## config.mk

```make
export PLATFORM = sky130hd
export DESIGN_NAME = ksa_pipe_flat
export DESIGN_NICKNAME = d
export VERILOG_FILES = /design/src/rtl/ksa_pipe_if.sv /design/src/rtl/ksa_pipe.sv /design/src/flat_wrapper.sv
export SDC_FILE = /design/constraint.sdc
export NUM_CORES = 1
export LEC_CHECK = 0
export CORE_AREA = 2 2 39 41
export DETAILED_ROUTE_END_ITERATION = 16
export DIE_AREA = 0 0 41 43
export DONT_BUFFER_PORTS = 1
export PLACE_DENSITY = 0.78
export SLEW_MARGIN = 0
export SYNTH_ARGS = -nofsm -noshare
export SYNTH_HDL_FRONTEND = slang
export SYNTH_SLANG_ARGS = --single-unit
```

## constraint.sdc

```tcl
create_clock -name clk -period 4.2 [get_ports clk]
set_clock_uncertainty 0.2 [all_clocks]
set_input_delay 0 -clock clk [delete_from_list [all_inputs] [get_ports clk]]
set_output_delay 0 -clock clk [all_outputs]
set_load 0.1 [all_outputs]
```

## src/rtl/ksa_pipe_if.sv

```systemverilog
// Operand/result handshake bundle for ksa_pipe.
// The Ovf signal exists only when KSA_PIPE_OVF_EN is defined.
interface ksa_pipe_if #(
  parameter int N = 8
);
  logic         in_valid;
  logic         in_ready;
  logic [N-1:0] A;
  logic [N-1:0] B;
  logic         Cin;
  logic         op_sub;
  logic         out_valid;
  logic         out_ready;
  logic [N-1:0] Sum;
  logic         Cout;
`ifdef KSA_PIPE_OVF_EN
  logic         Ovf;

  modport master (
    output in_valid, A, B, Cin, op_sub, out_ready,
    input  in_ready, out_valid, Sum, Cout, Ovf
  );
  modport slave (
    input  in_valid, A, B, Cin, op_sub, out_ready,
    output in_ready, out_valid, Sum, Cout, Ovf
  );
`else
  modport master (
    output in_valid, A, B, Cin, op_sub, out_ready,
    input  in_ready, out_valid, Sum, Cout
  );
  modport slave (
    input  in_valid, A, B, Cin, op_sub, out_ready,
    output in_ready, out_valid, Sum, Cout
  );
`endif
endinterface

```

## src/rtl/ksa_pipe.sv

```systemverilog
// Pipelined Kogge-Stone adder/subtractor with valid/ready flow control per stage.
// Define KSA_PIPE_OVF_EN to add the registered signed-overflow output Ovf.
module ksa_pipe #(
  parameter int                WIDIDX    = 3,
  parameter logic [WIDIDX-1:0] PIPE_REGS = '0
) (
  input logic       clk,
  input logic       rst_n,
  ksa_pipe_if.slave bus
);
  localparam int N = 2**WIDIDX;
  // Level WIDIDX never gets an internal register: the output register follows it.
  localparam logic [WIDIDX:0] REG_MASK = {1'b0, PIPE_REGS};

  logic out_rdy;

  // Level 0 forms P/G with carry-in folded into bit 0; levels 1..WIDIDX combine spans 2**(k-1).
  for (genvar k = 0; k <= WIDIDX; k++) begin : lvl
    logic [N-1:0] a_g, a_pg, a_p;
    logic         a_c, a_v;
    logic [N-1:0] y_g, y_pg;
    logic [N-1:0] o_g, o_pg, o_p;
    logic         o_c, o_v;
    logic         rdy_i, rdy_o;

    if (k == 0) begin : gen_pg
      logic [N-1:0] b_eff;
      assign b_eff = bus.op_sub ? ~bus.B : bus.B;
      assign a_c   = bus.Cin ^ bus.op_sub;
      assign a_v   = bus.in_valid;
      assign a_g   = bus.A & b_eff;
      assign a_pg  = bus.A ^ b_eff;
      assign a_p   = a_pg;
      assign y_pg  = a_pg;
      assign y_g   = {a_g[N-1:1], a_g[0] | (a_pg[0] & a_c)};
    end else begin : gen_pre
      localparam int S = 2**(k-1);
      assign a_g  = lvl[k-1].o_g;
      assign a_pg = lvl[k-1].o_pg;
      assign a_p  = lvl[k-1].o_p;
      assign a_c  = lvl[k-1].o_c;
      assign a_v  = lvl[k-1].o_v;

      // NOTE: every always_comb output gets a default first, so no path can infer a latch.
      always_comb begin
        y_g  = a_g;
        y_pg = a_pg;
        for (int j = S; j < N; j++) begin
          y_g[j]  = a_g[j] | (a_pg[j] & a_g[j-S]);
          y_pg[j] = a_pg[j] & a_pg[j-S];
        end
      end
    end

    if (k == WIDIDX) begin : gen_rdy_last
      assign rdy_o = out_rdy;
    end else begin : gen_rdy_mid
      assign rdy_o = lvl[k+1].rdy_i;
    end

    if (REG_MASK[k]) begin : gen_reg
      assign rdy_i = ~o_v | rdy_o;

      // NOTE: clocked state uses <= so each stage samples its neighbour's pre-edge value.
      always_ff @(posedge clk or negedge rst_n) begin
        if (!rst_n)     o_v <= 1'b0;
        else if (rdy_i) o_v <= a_v;
      end

      // NOTE: stage data has no reset; o_v alone qualifies it, so only the valid bit is cleared.
      always_ff @(posedge clk) begin
        if (rdy_i && a_v) begin
          o_g  <= y_g;
          o_pg <= y_pg;
          o_p  <= a_p;
          o_c  <= a_c;
        end
      end
    end else begin : gen_thru
      assign rdy_i = rdy_o;
      assign o_v   = a_v;
      assign o_g   = y_g;
      assign o_pg  = y_pg;
      assign o_p   = a_p;
      assign o_c   = a_c;
    end
  end

  logic [N-1:0] fin_g, fin_p, carry;
  logic         fin_c, fin_v;
  logic         unused_pg;

  assign fin_g     = lvl[WIDIDX].o_g;
  assign fin_p     = lvl[WIDIDX].o_p;
  assign fin_c     = lvl[WIDIDX].o_c;
  assign fin_v     = lvl[WIDIDX].o_v;
  // The final group-propagate vector has no consumer.
  assign unused_pg = ^lvl[WIDIDX].o_pg;

  // After the last level, fin_g[j] is the carry out of bit j.
  assign carry = {fin_g[N-2:0], fin_c};

  logic         out_valid_q;
  logic [N-1:0] sum_q;
  logic         cout_q;

  assign out_rdy      = ~out_valid_q | bus.out_ready;
  assign bus.in_ready = lvl[0].rdy_i;

  always_ff @(posedge clk or negedge rst_n) begin
    if (!rst_n) begin
      out_valid_q <= 1'b0;
      sum_q       <= '0;
      cout_q      <= 1'b0;
    end else if (out_rdy) begin
      out_valid_q <= fin_v;
      if (fin_v) begin
        sum_q  <= fin_p ^ carry;
        cout_q <= fin_g[N-1];
      end
    end
  end

  assign bus.out_valid = out_valid_q;
  assign bus.Sum       = sum_q;
  assign bus.Cout      = cout_q;

`ifdef KSA_PIPE_OVF_EN
  logic ovf_q;

  // Signed overflow: carry into the MSB differs from carry out of it.
  always_ff @(posedge clk or negedge rst_n) begin
    if (!rst_n)                 ovf_q <= 1'b0;
    else if (out_rdy && fin_v)  ovf_q <= fin_g[N-1] ^ carry[N-1];
  end

  assign bus.Ovf = ovf_q;
`endif

endmodule

```

## src/flat_wrapper.sv

```systemverilog
// flat-port wrapper written by rule: the top's interface ports become plain ports
module ksa_pipe_flat 
#(
  parameter int                WIDIDX    = 3,
  parameter logic [WIDIDX-1:0] PIPE_REGS = '0
)
  (clk, rst_n, bus_in_valid, bus_A, bus_B, bus_Cin, bus_op_sub, bus_out_ready, bus_in_ready, bus_out_valid, bus_Sum, bus_Cout);
  ksa_pipe_if #(.N(8)) bus_i ();
  input logic clk;
  input logic rst_n;
  input wire logic [$bits(bus_i.in_valid)-1:0] bus_in_valid;
  input wire logic [$bits(bus_i.A)-1:0] bus_A;
  input wire logic [$bits(bus_i.B)-1:0] bus_B;
  input wire logic [$bits(bus_i.Cin)-1:0] bus_Cin;
  input wire logic [$bits(bus_i.op_sub)-1:0] bus_op_sub;
  input wire logic [$bits(bus_i.out_ready)-1:0] bus_out_ready;
  output wire logic [$bits(bus_i.in_ready)-1:0] bus_in_ready;
  output wire logic [$bits(bus_i.out_valid)-1:0] bus_out_valid;
  output wire logic [$bits(bus_i.Sum)-1:0] bus_Sum;
  output wire logic [$bits(bus_i.Cout)-1:0] bus_Cout;
  assign bus_i.in_valid = bus_in_valid;
  assign bus_i.A = bus_A;
  assign bus_i.B = bus_B;
  assign bus_i.Cin = bus_Cin;
  assign bus_i.op_sub = bus_op_sub;
  assign bus_i.out_ready = bus_out_ready;
  assign bus_in_ready = bus_i.in_ready;
  assign bus_out_valid = bus_i.out_valid;
  assign bus_Sum = bus_i.Sum;
  assign bus_Cout = bus_i.Cout;
  ksa_pipe #(.WIDIDX(WIDIDX), .PIPE_REGS(PIPE_REGS)) u_core (.clk(clk), .rst_n(rst_n), .bus(bus_i));
endmodule
```

# --- Yosys cells after proc, flatten, opt, wreduce, memory -nomap -nowiden ---
# Cells that the tools add are included.
classes:
  n_mux: 1
  n_bitwise: 53
  n_reduce_logical: 1
op_table:
  columns: ["op", "n"]
  rows:
  - ["$and 1x1->1", 28]
  - ["$or 1x1->1", 19]
  - ["$xor 8x8->8", 2]
  - ["$and 8x8->8", 1]
  - ["$mux 8", 1]
  - ["$not 8->8", 1]
  - ["$reduce_and 2->1", 1]
  - ["$not 1->1", 1]
  - ["$xor 1x1->1", 1]
totals:
  ff_bits: 10
  word_cells: 58

# --- Logic depth before layout (Yosys ltp) ---
# Gate-level depths: netlist of run 1.
depth:
  ltp_word: 11
  mapped_depth: 8

# --- Worst setup path before layout of run 1 ---
# Ideal clock, no wire load.
synth_path:
  path_type: "register -> register"
  start: "register u_core.out_valid_q, in the netlist u_core.bus.out_valid"
  end: "register u_core.sum_q[7], in the netlist u_core.bus.Sum[7]"
  setup_ns: 0.071
  t_arrival_ns: 2.140
  t_required_ns: 3.929
  slack_ns: 1.789
  path_stages_with_launch: 6
  n_path_buf: 1
  period_less_slack_ns: 2.411
  cell_sequence: "dfrtp_1 > nand2b_1 > buf_2 > nand2_2 > or4_1 > nand3_1"
synth_via:
  elab_chain_len: 3
synth_rtl:
  columns: ["item", "line_no", "text"]
  rows:
  - ["start, declared", "ksa_pipe.sv:103", "logic out_valid_q;"]
  - ["start signal, assigned", "ksa_pipe.sv:116", "out_valid_q <= fin_v;"]
  - ["$not 1->1", "ksa_pipe.sv:107", "assign out_rdy = ~out_valid_q | bus.out_ready;"]
  - ["$or 1x1->1", "ksa_pipe.sv:107", null]
  - ["named net bus_in_ready", "flat_wrapper.sv:17", "output wire logic [$bits(bus_i.in_ready)-1:0] bus_in_ready;"]
  - ["$reduce_and 2->1 (no line)", null, null]
  - ["end signal, assigned", "ksa_pipe.sv:118", "sum_q <= fin_p ^ carry;"]
  - ["end, declared", "ksa_pipe.sv:104", "logic [N-1:0] sum_q;"]
# The timed path passes the listed nets, and every way through them passes these cells.
# A chain may end at the register's enable or synchronous reset.

# --- Worst setup path in the final report of run 1 ---
layout_path:
  start: "register u_core.out_valid_q, in the netlist u_core.bus.out_valid"
  end: "register u_core.sum_q[7], in the netlist u_core.bus.Sum[7]"
layout_via:
  elab_chain_len: 3
layout_rtl:
  columns: ["item", "line_no"]
  rows:
  - ["$not 1->1", "ksa_pipe.sv:107"]
  - ["$or 1x1->1", "ksa_pipe.sv:107"]
  - ["$reduce_and 2->1 (no line)", null]
# Every way passes these cells.

==> summary.md, run 1 <==
| Metric | Value |
|---|---|
| Dpl ws | 1756 ps |
| Synthesized flop and latch total | 10 |
| Syn-to-layout area delta | 14.55% |
| Clk sink count | 10 |
| Core footprint | around 1400 um^2 |
| # nets final | 125 |
| DRT iter0 DRCs | 16 |
| Clock transition at path regs | approximately 60 ps |
| Antenna violations before repair | 0 |
| Period utilization | 0.5839 |
| DR pass1 iterations | 4 |
| CTS Buffer Depth | 2 |
| Antenna Cells | 0 |
| PortBufs | 0 |
| Synth warnings | 0 |
| Post-cts sizing count | 0 |
| CP required | 4200 ps |
| Effective utilization at floorplan | 0.5967 |
| Most frequent cells in the layout | 10 x dlygate4sd3_1, 10 x dfrtp_1, 9 x xor2_1 |
| Mean Syn Cell Area | roughly 9.9 um^2 |
| Final setup violation count | 0 |
| DRC viols | 0 |
| Max-slew violations | 0 |
| Power per Cell Area | 548.9 nW/um^2 |
| DR vias/cell | between 6 and 7 |
| Total gr overflow | 0 |
| Die Area | 1763 um^2 |
| Skew-Pair Late Insertion Delay | 260 ps |
| FILL cells | ~110 |
| DP HPWL | 1.263 mm |
| Critical Path Max Stage Delay | between 700 and 800 ps |
| Outcome | complete, no violations |
| Crit path setup slack, layout | 1748 ps |
| Synth Area in Adders | 0.1545 |
| Vias in the first global route | 615 |
| Num CTS Buffers | 3 |
| Syn nets | 114 |
| Maxcap violations | 0 |
| Fmax | 0.4078 GHz |
| Worst-path cell chain | nand2b_1, buf_4, nand2_2, or4_1, nand3_1 |
| Final Critical Period | 2452 ps |
| Die extent in y | ~43 um |
| Worst path slowest cell | dfrtp_1 |
| Number of synthesized flops with an enable pin | 0 |
| Yosys cell types | 37 |
| Peak supply drop | 0.0002797 V |
| Synth Area in Compound Gates | 0.2152 |
| Startpoint Class | flip-flop |
| Netlist area before placement | about 830 um^2 |
| Top Ports | 33 |
| Slew @ Worst Pin | 909.5 ps |
| Async SR Flop Fraction | 1.000 |
| Routed WL | roughly 1.6 mm |
| Post-Route Setup TNS | 0 ps |
| Sequential area share after synthesis | 0.3030 |
| First-pass GRT wire length | 2.587 mm |
| Pin count of the biggest net entering global routing | 17 |
| Class of the worst hold path | input pin to flip-flop |
| Most used DFF post-synth | dfrtp_1 |
| CTS root buf | clkbuf_4 |
| CP Class | flip-flop to flip-flop |
| Arrival time worst endpoint | 2450 ps |
| Die width | 41 um |
| Worst Path Max Fanout | 16 |
| Site row count | 14 |
| Post-synthesis cell count | 83 |
| CTS tree | yes |
| RSZ-0062 raised after global routing | false |
| Final core utilization | 0.6835 |
| Detail Route Antenna Nets | 0 |
| Final hold vios | 0 |
| Via Count | around 670 |
| XOR/XNOR Fraction of Synth Area | 0.1167 |
| Post-Synth Simple-Gate Area | 0.1303 |
| Number of H-tree levels | 1 |
| Main combinational cell family by area after synthesis | compound AO/OA/AOI/OAI gates |
| Gpl congestion | between 0.8 and 0.9 |
| All-Layer GR Usage | 0.2136 |
| Share of layout cells above drive strength 1 | 0.1087 |
| Rel. slew slack | 0.3937 |
| Lkg Pwr | 0.4322 nW |
| Post-synthesis mux area share | 0.03939 |
| WL/cell | 14.80 um |
| CP Capture Type | flip-flop |
[flip-flops by register name, indices dropped and copies added (netlist names)]
| register | cells |
|---|---|
| u_core.bus.Cout | 1 |
| u_core.bus.Sum | 8 |
| u_core.bus.out_valid | 1 |
[layer usage]
metal / up-vias / share of wire / track usage
met3: 5 / 0.077 / 0.03141
met2: 38 / 0.45 / 0.2875
li1: 322 / - / -
met5: - / 0 / 0
met4: 0 / 0.026 / 0.1200
met1: 306 / 0.44 / 0.3135
[critical path: cells and delay by family (launching register included)]
family / cells / cell delay (ps)
buffers and inverters: 1 / 350
flip-flops: 1 / 730
AND/OR/NAND/NOR: 4 / 1110
[logic make-up (layout without fill, tap and decap cells)]
kind of cell / Yosys count / count (layout)
AOI/OAI and AO/OA: 23 / 23
and+or+nand+nor: 21 / 21
xor gates and xnor gates: 11 / 11
DFF: 10 / 10
adders and majority gates: 9 / 9
buffers and inverters: 6 / 15
muxes: 3 / 3
[metrics by stage]
| stage | instances | cell area (um^2) | power, mW | hold WS (ps) |
|---|---|---|---|---|
| floorplan | 83 | 825.8 | 0.4280 | -495.6 |
| global placement | 95 | 823.3 | 0.4437 | -495.4 |
| detailed placement | 95 | 823.3 | 0.4478 | -495.4 |
| CTS | 108 | 945.9 | 0.5212 | 0.5406 |
| global route | 108 | 945.9 | 0.5466 | 40.61 |
| finish | 108 | 945.9 | 0.5192 | 23.71 |
[cells in the mapped netlist (2+ instances only)]
library cell  count  area share
fa_1              2       0.048
buf_2             3       0.018
xnor2_1           2       0.021
dfrtp_1          10        0.30
nand2b_1          2       0.015
nor2_1            2      0.0091
a21o_1            4       0.036
nand3_1           4       0.024
a21oi_1           3       0.018
xor2_1            9       0.095
buf_4             2       0.018
nand2_1           7       0.032
ha_1              7        0.11
o21ai_0           2       0.012
mux2_2            2       0.027
[where the power goes]
group          leakage, nW  switching, mW  internal, mW  total, mW
clock               0.0138         0.0294        0.0329     0.0623
combinational        0.298         0.0683        0.0598      0.128
sequential           0.120          0.211         0.118      0.329
[cell type report]
| type | count | area [um^2] | share of cell area |
|---|---|---|---|
| tap | 16 | 20.02 | 0.02116 |
| inverter | 1 | 3.754 | 0.003968 |
| timing repair buffer | 11 | 107.6 | 0.1138 |
| clock buffer | 3 | 22.52 | 0.02381 |
| sequential | 10 | 250.2 | 0.2646 |
| multi-input combinational | 67 | 541.8 | 0.5728 |
[final timing paths]
path | from | end | slack (ps) | cells past startpoint
hold reg to reg | u_core.bus.Sum[2]$_DFFE_PN0P_ | u_core.bus.Sum[2]$_DFFE_PN0P_ | 810 | 2
min in group asynchronous | rst_n | u_core.bus.Sum[7]$_DFFE_PN0P_ | 450 | 2
setup / recovery | u_core.bus.out_valid$_DFFE_PN0N_ | u_core.bus.Sum[7]$_DFFE_PN0P_ | 1750 | 5
max in group asynchronous | rst_n | u_core.bus.Sum[1]$_DFFE_PN0P_ | 3040 | 2
setup reg to reg | u_core.bus.out_valid$_DFFE_PN0N_ | u_core.bus.Sum[7]$_DFFE_PN0P_ | 1750 | 5
hold / removal | bus_A[5] | u_core.bus.Sum[6]$_DFFE_PN0P_ | 20 | 3
[repair_timing]
item,in CTS,in global routing
hold buffers,10,0
endpoints found under the setup margin,0,0
hold endpoints to repair,20,0
buffers inserted,0,0
No activity file was read; power rests on OpenSTA's default activity.
==> inputs of run 2 (changes only) <==
--- a/config.mk
+++ b/config.mk
@@ -5,11 +5,11 @@
 export SDC_FILE = /design/constraint.sdc
 export NUM_CORES = 1
 export LEC_CHECK = 0
-export CORE_AREA = 2 2 39 41
+export ABC_AREA = 1
+export CORE_UTILIZATION = 60
 export DETAILED_ROUTE_END_ITERATION = 16
-export DIE_AREA = 0 0 41 43
 export DONT_BUFFER_PORTS = 1
-export PLACE_DENSITY = 0.78
+export PLACE_DENSITY = 0.76
 export SLEW_MARGIN = 0
 export SYNTH_ARGS = -nofsm -noshare
 export SYNTH_HDL_FRONTEND = slang
==> constraint.sdc (replaced) <==
create_clock -name clk -period 2.5 [get_ports clk]
set_clock_uncertainty 0.2 [all_clocks]
set_input_delay 0 -clock clk [delete_from_list [all_inputs] [get_ports clk]]
set_output_delay 0 -clock clk [all_outputs]
set_load 0.1 [all_outputs]
==> run 2 against run 1 <==
Maximum frequency grew 4.3%. Register-to-register slack lost 1600 ps. Critical path depth grew 2. Area after synthesis grew 1.2%. First-iteration DRC count grew 19%. Total power grew 81%. Largest power group is now combinational cells. Highest routed layer unchanged.
==> summary.md, run 2 <==
| Metric | Value |
|---|---|
| Netlist area before placement | 835.8 um^2 (+1.2%) |
| Worst-path cell chain | nand2_2, nand2_2, clkinv_2, nand2_1, dlygate4sd3_1, nand2_1, dlygate4sd3_1 |
| Maxcap violations | 0 (unchanged) |
| Worst path slowest cell | dlygate4sd3_1 |
| CTS Buffer Depth | 2 (unchanged) |
| Vias in the first global route | 691 (+12%) |
| Sequential area share after synthesis | 0.2994 (-0.003629) |
| First-pass GRT wire length | 2.953 mm (+14%) |
| Die width | 39.32 um (-4.1%) |
| Synth warnings | 0 (unchanged) |
| DRC viols | 0 (unchanged) |
| Power per Cell Area | 836.1 nW/um^2 (+52%) |
| Skew-Pair Late Insertion Delay | 260 ps (about the same) |
| Via Count | 796 (+19%) |
| Post-cts sizing count | 0 (unchanged) |
| Routed WL | 1.977 mm (+24%) |
| Period utilization | 0.9404 (+0.3566) |
| Clk sink count | 10 (unchanged) |
| WL/cell | 13.01 um (-12%) |
| Fmax | 0.4253 GHz (+4.3%) |
| CP Capture Type | flip-flop |
| Outcome | complete, no violations |
| Die extent in y | 39.32 um (-8.6%) |
| Async SR Flop Fraction | 1.000 (unchanged) |
| # nets final | 170 (+36%) |
| DR pass1 iterations | 6 (+2) |
| Placed Cells incl. Taps | 131 (+38%) |
| Mean Syn Cell Area | 7.811 um^2 (-21%) |
| Post-CTS setup buffer count | 0 (unchanged) |
| Most frequent cells in the layout | 37 x nand2_1, 18 x dlygate4sd3_1, 11 x buf_4 |
| Share of layout cells above drive strength 1 | 0.1606 (+0.05189) |
| Clock transition at path regs | 60 ps (about the same) |
| Post-synthesis cell count | 107 (+29%) |
| Total gr overflow | 0 (unchanged) |
| Detail Route Antenna Nets | 0 (unchanged) |
| Die Area | 1546 um^2 (-12%) |
| Top Ports | 33 (unchanged) |
| Pin count of the biggest net entering global routing | 13 (-4) |
| Number of H-tree levels | 1 (unchanged) |
| Gpl congestion | 0.7505 (-9.0%) |
| Synth top cells by count | 38 x nand2_1, 10 x dfrtp_1, 9 x xor2_1, 8 x inv_1, 8 x nand3_1 |
| Max reg flops | 8 (unchanged) |
| Dpl ws | 642.7 ps (-1113 ps) |
| Effective utilization at floorplan | 0.6423 (+0.04556) |
| Most common cell after layout, fill and taps aside | nand2_1 |
| Critical Path Max Stage Delay | 550 ps (-180 ps) |
| Syn nets | 138 (+21%) |
| CP required | 2450 ps (-1750 ps) |
| Share of the synthesized area in the top cell type | 0.2994 (-0.003629) |
| CTS root buf | clkbuf_4 |
| Startpoint Class | flip-flop |
| CTS tree | yes |
| Rel. slew slack | 0.7006 (+0.3070) |
| Number of synthesized flops with an enable pin | 0 (unchanged) |
| RSZ-0062 raised after global routing | false |
| Num CTS Buffers | 3 (unchanged) |
| DRT iter0 DRCs | 19 (+3) |
| Leading area contributor after synthesis | dfrtp_1 |
| Lkg Pwr | 0.5831 nW (+35%) |
| Site row count | 13 (-1) |
| Worst Path Max Fanout | 12 (-4) |
| PortBufs | 0 (unchanged) |
| Crit path setup slack, layout | 148.9 ps (-1599 ps) |
| Hold slack final | 3.503 ps (-20.21 ps) |
| Most used DFF post-synth | dfrtp_1 |
| DP HPWL | 1.305 mm (+3.3%) |
| Antenna Cells | 0 (unchanged) |
| Dominant cells by area after synthesis | dfrtp_1 30%, nand2_1 17%, ha_1 10% |
| Hold Buf Count CTS | 18 (+8) |
| Most common cell in the netlist | nand2_1 |
| DR vias/cell | 5.237 (-16%) |
| Class of the worst hold path | input pin to flip-flop |
| Yosys cell types | 21 (-43%) |
| All-Layer GR Usage | 0.2929 (+0.07935) |
| Final setup violation count | 0 (unchanged) |
| Synthesized flop and latch total | 10 (unchanged) |
| Peak supply drop | 0.0004283 V (+53%) |
| Slew @ Worst Pin | 447.6 ps (-461.9 ps) |
| Non-Filler Instances | 152 (+41%) |
| CP Class | flip-flop to flip-flop |
| Final Critical Period | 2351 ps (-101.2 ps) |
| Antenna violations before repair | 0 (unchanged) |
| Max-slew violations | 0 (unchanged) |
| Post-Route Setup TNS | 0 ps (unchanged) |
| Final hold vios | 0 (unchanged) |
| Syn-to-layout area delta | 34.73% |
| Core footprint | 1301 um^2 (-6.0%) |
| Arrival time worst endpoint | 2300 ps (-150 ps) |
## run 2: report_power, final
group          total (mW)  internal (mW)  switching (mW)
sequential          0.213          0.200          0.0130
combinational       0.619          0.169           0.450
clock               0.110         0.0556          0.0545
## run 2: cell type report
type / instances / area, um^2
repair buffers: 29 / 262.8
multi-input cells: 86 / 536.8
inverters: 9 / 35.03
clock buffers: 3 / 22.52
well taps: 15 / 18.77
fillers: 70 / 175.2
flip-flops and latches: 10 / 250.2
## run 2: stage by stage
stage | instance area, um^2 | utilization | total power, mW
after floorplan | 838.3 | - | 0.6805
after global placement | 923.4 | 0.7096 | 0.7649
after detailed placement | 923.4 | 0.7096 | 0.7771
after CTS | 1126 | 0.8654 | 0.9288
after global routing | 1126 | 0.8654 | 0.9861
final | 1126 | 0.8654 | 0.9415
## run 2: metal layers
layer	vias up	wire length (um)	global-route usage
li1	401	-	-
met1	351	738	0.3310
met2	38	1040	0.5292
met3	6	134	0.03977
met4	0	63	0.1466
met5	-	0	0
## run 2: critical path, delay by kind of cell (launching register included)
kind                   cells  cell delay [ps]
DFF                        1              370
and+or+nand+nor            4              410
buffers and inverters      3             1260
## run 2: kinds of logic after synthesis
family | after synthesis | share of synthesized area
and+or+nand+nor | 57 | 0.3084
DFF | 10 | 0.2994
AOI/OAI and AO/OA | 10 | 0.07335
buffers and inverters | 11 | 0.06137
adders and majority gates | 9 | 0.1527
xor gates and xnor gates | 10 | 0.1048
## run 2: worst paths after layout
check	slack, ps	startpoint	cells after the start	end
setup reg to reg	150	u_core.bus.out_valid$_DFFE_PN0N_	7	u_core.bus.Sum[1]$_DFFE_PN0P_
setup / recovery	150	u_core.bus.out_valid$_DFFE_PN0N_	7	u_core.bus.Sum[1]$_DFFE_PN0P_
max in group asynchronous	1300	rst_n	2	u_core.bus.Sum[1]$_DFFE_PN0P_
min in group asynchronous	500	rst_n	2	u_core.bus.Sum[0]$_DFFE_PN0P_
hold reg to reg	330	u_core.bus.Sum[4]$_DFFE_PN0P_	2	u_core.bus.Sum[4]$_DFFE_PN0P_
hold / removal	4	bus_A[1]	6	u_core.bus.Sum[3]$_DFFE_PN0P_
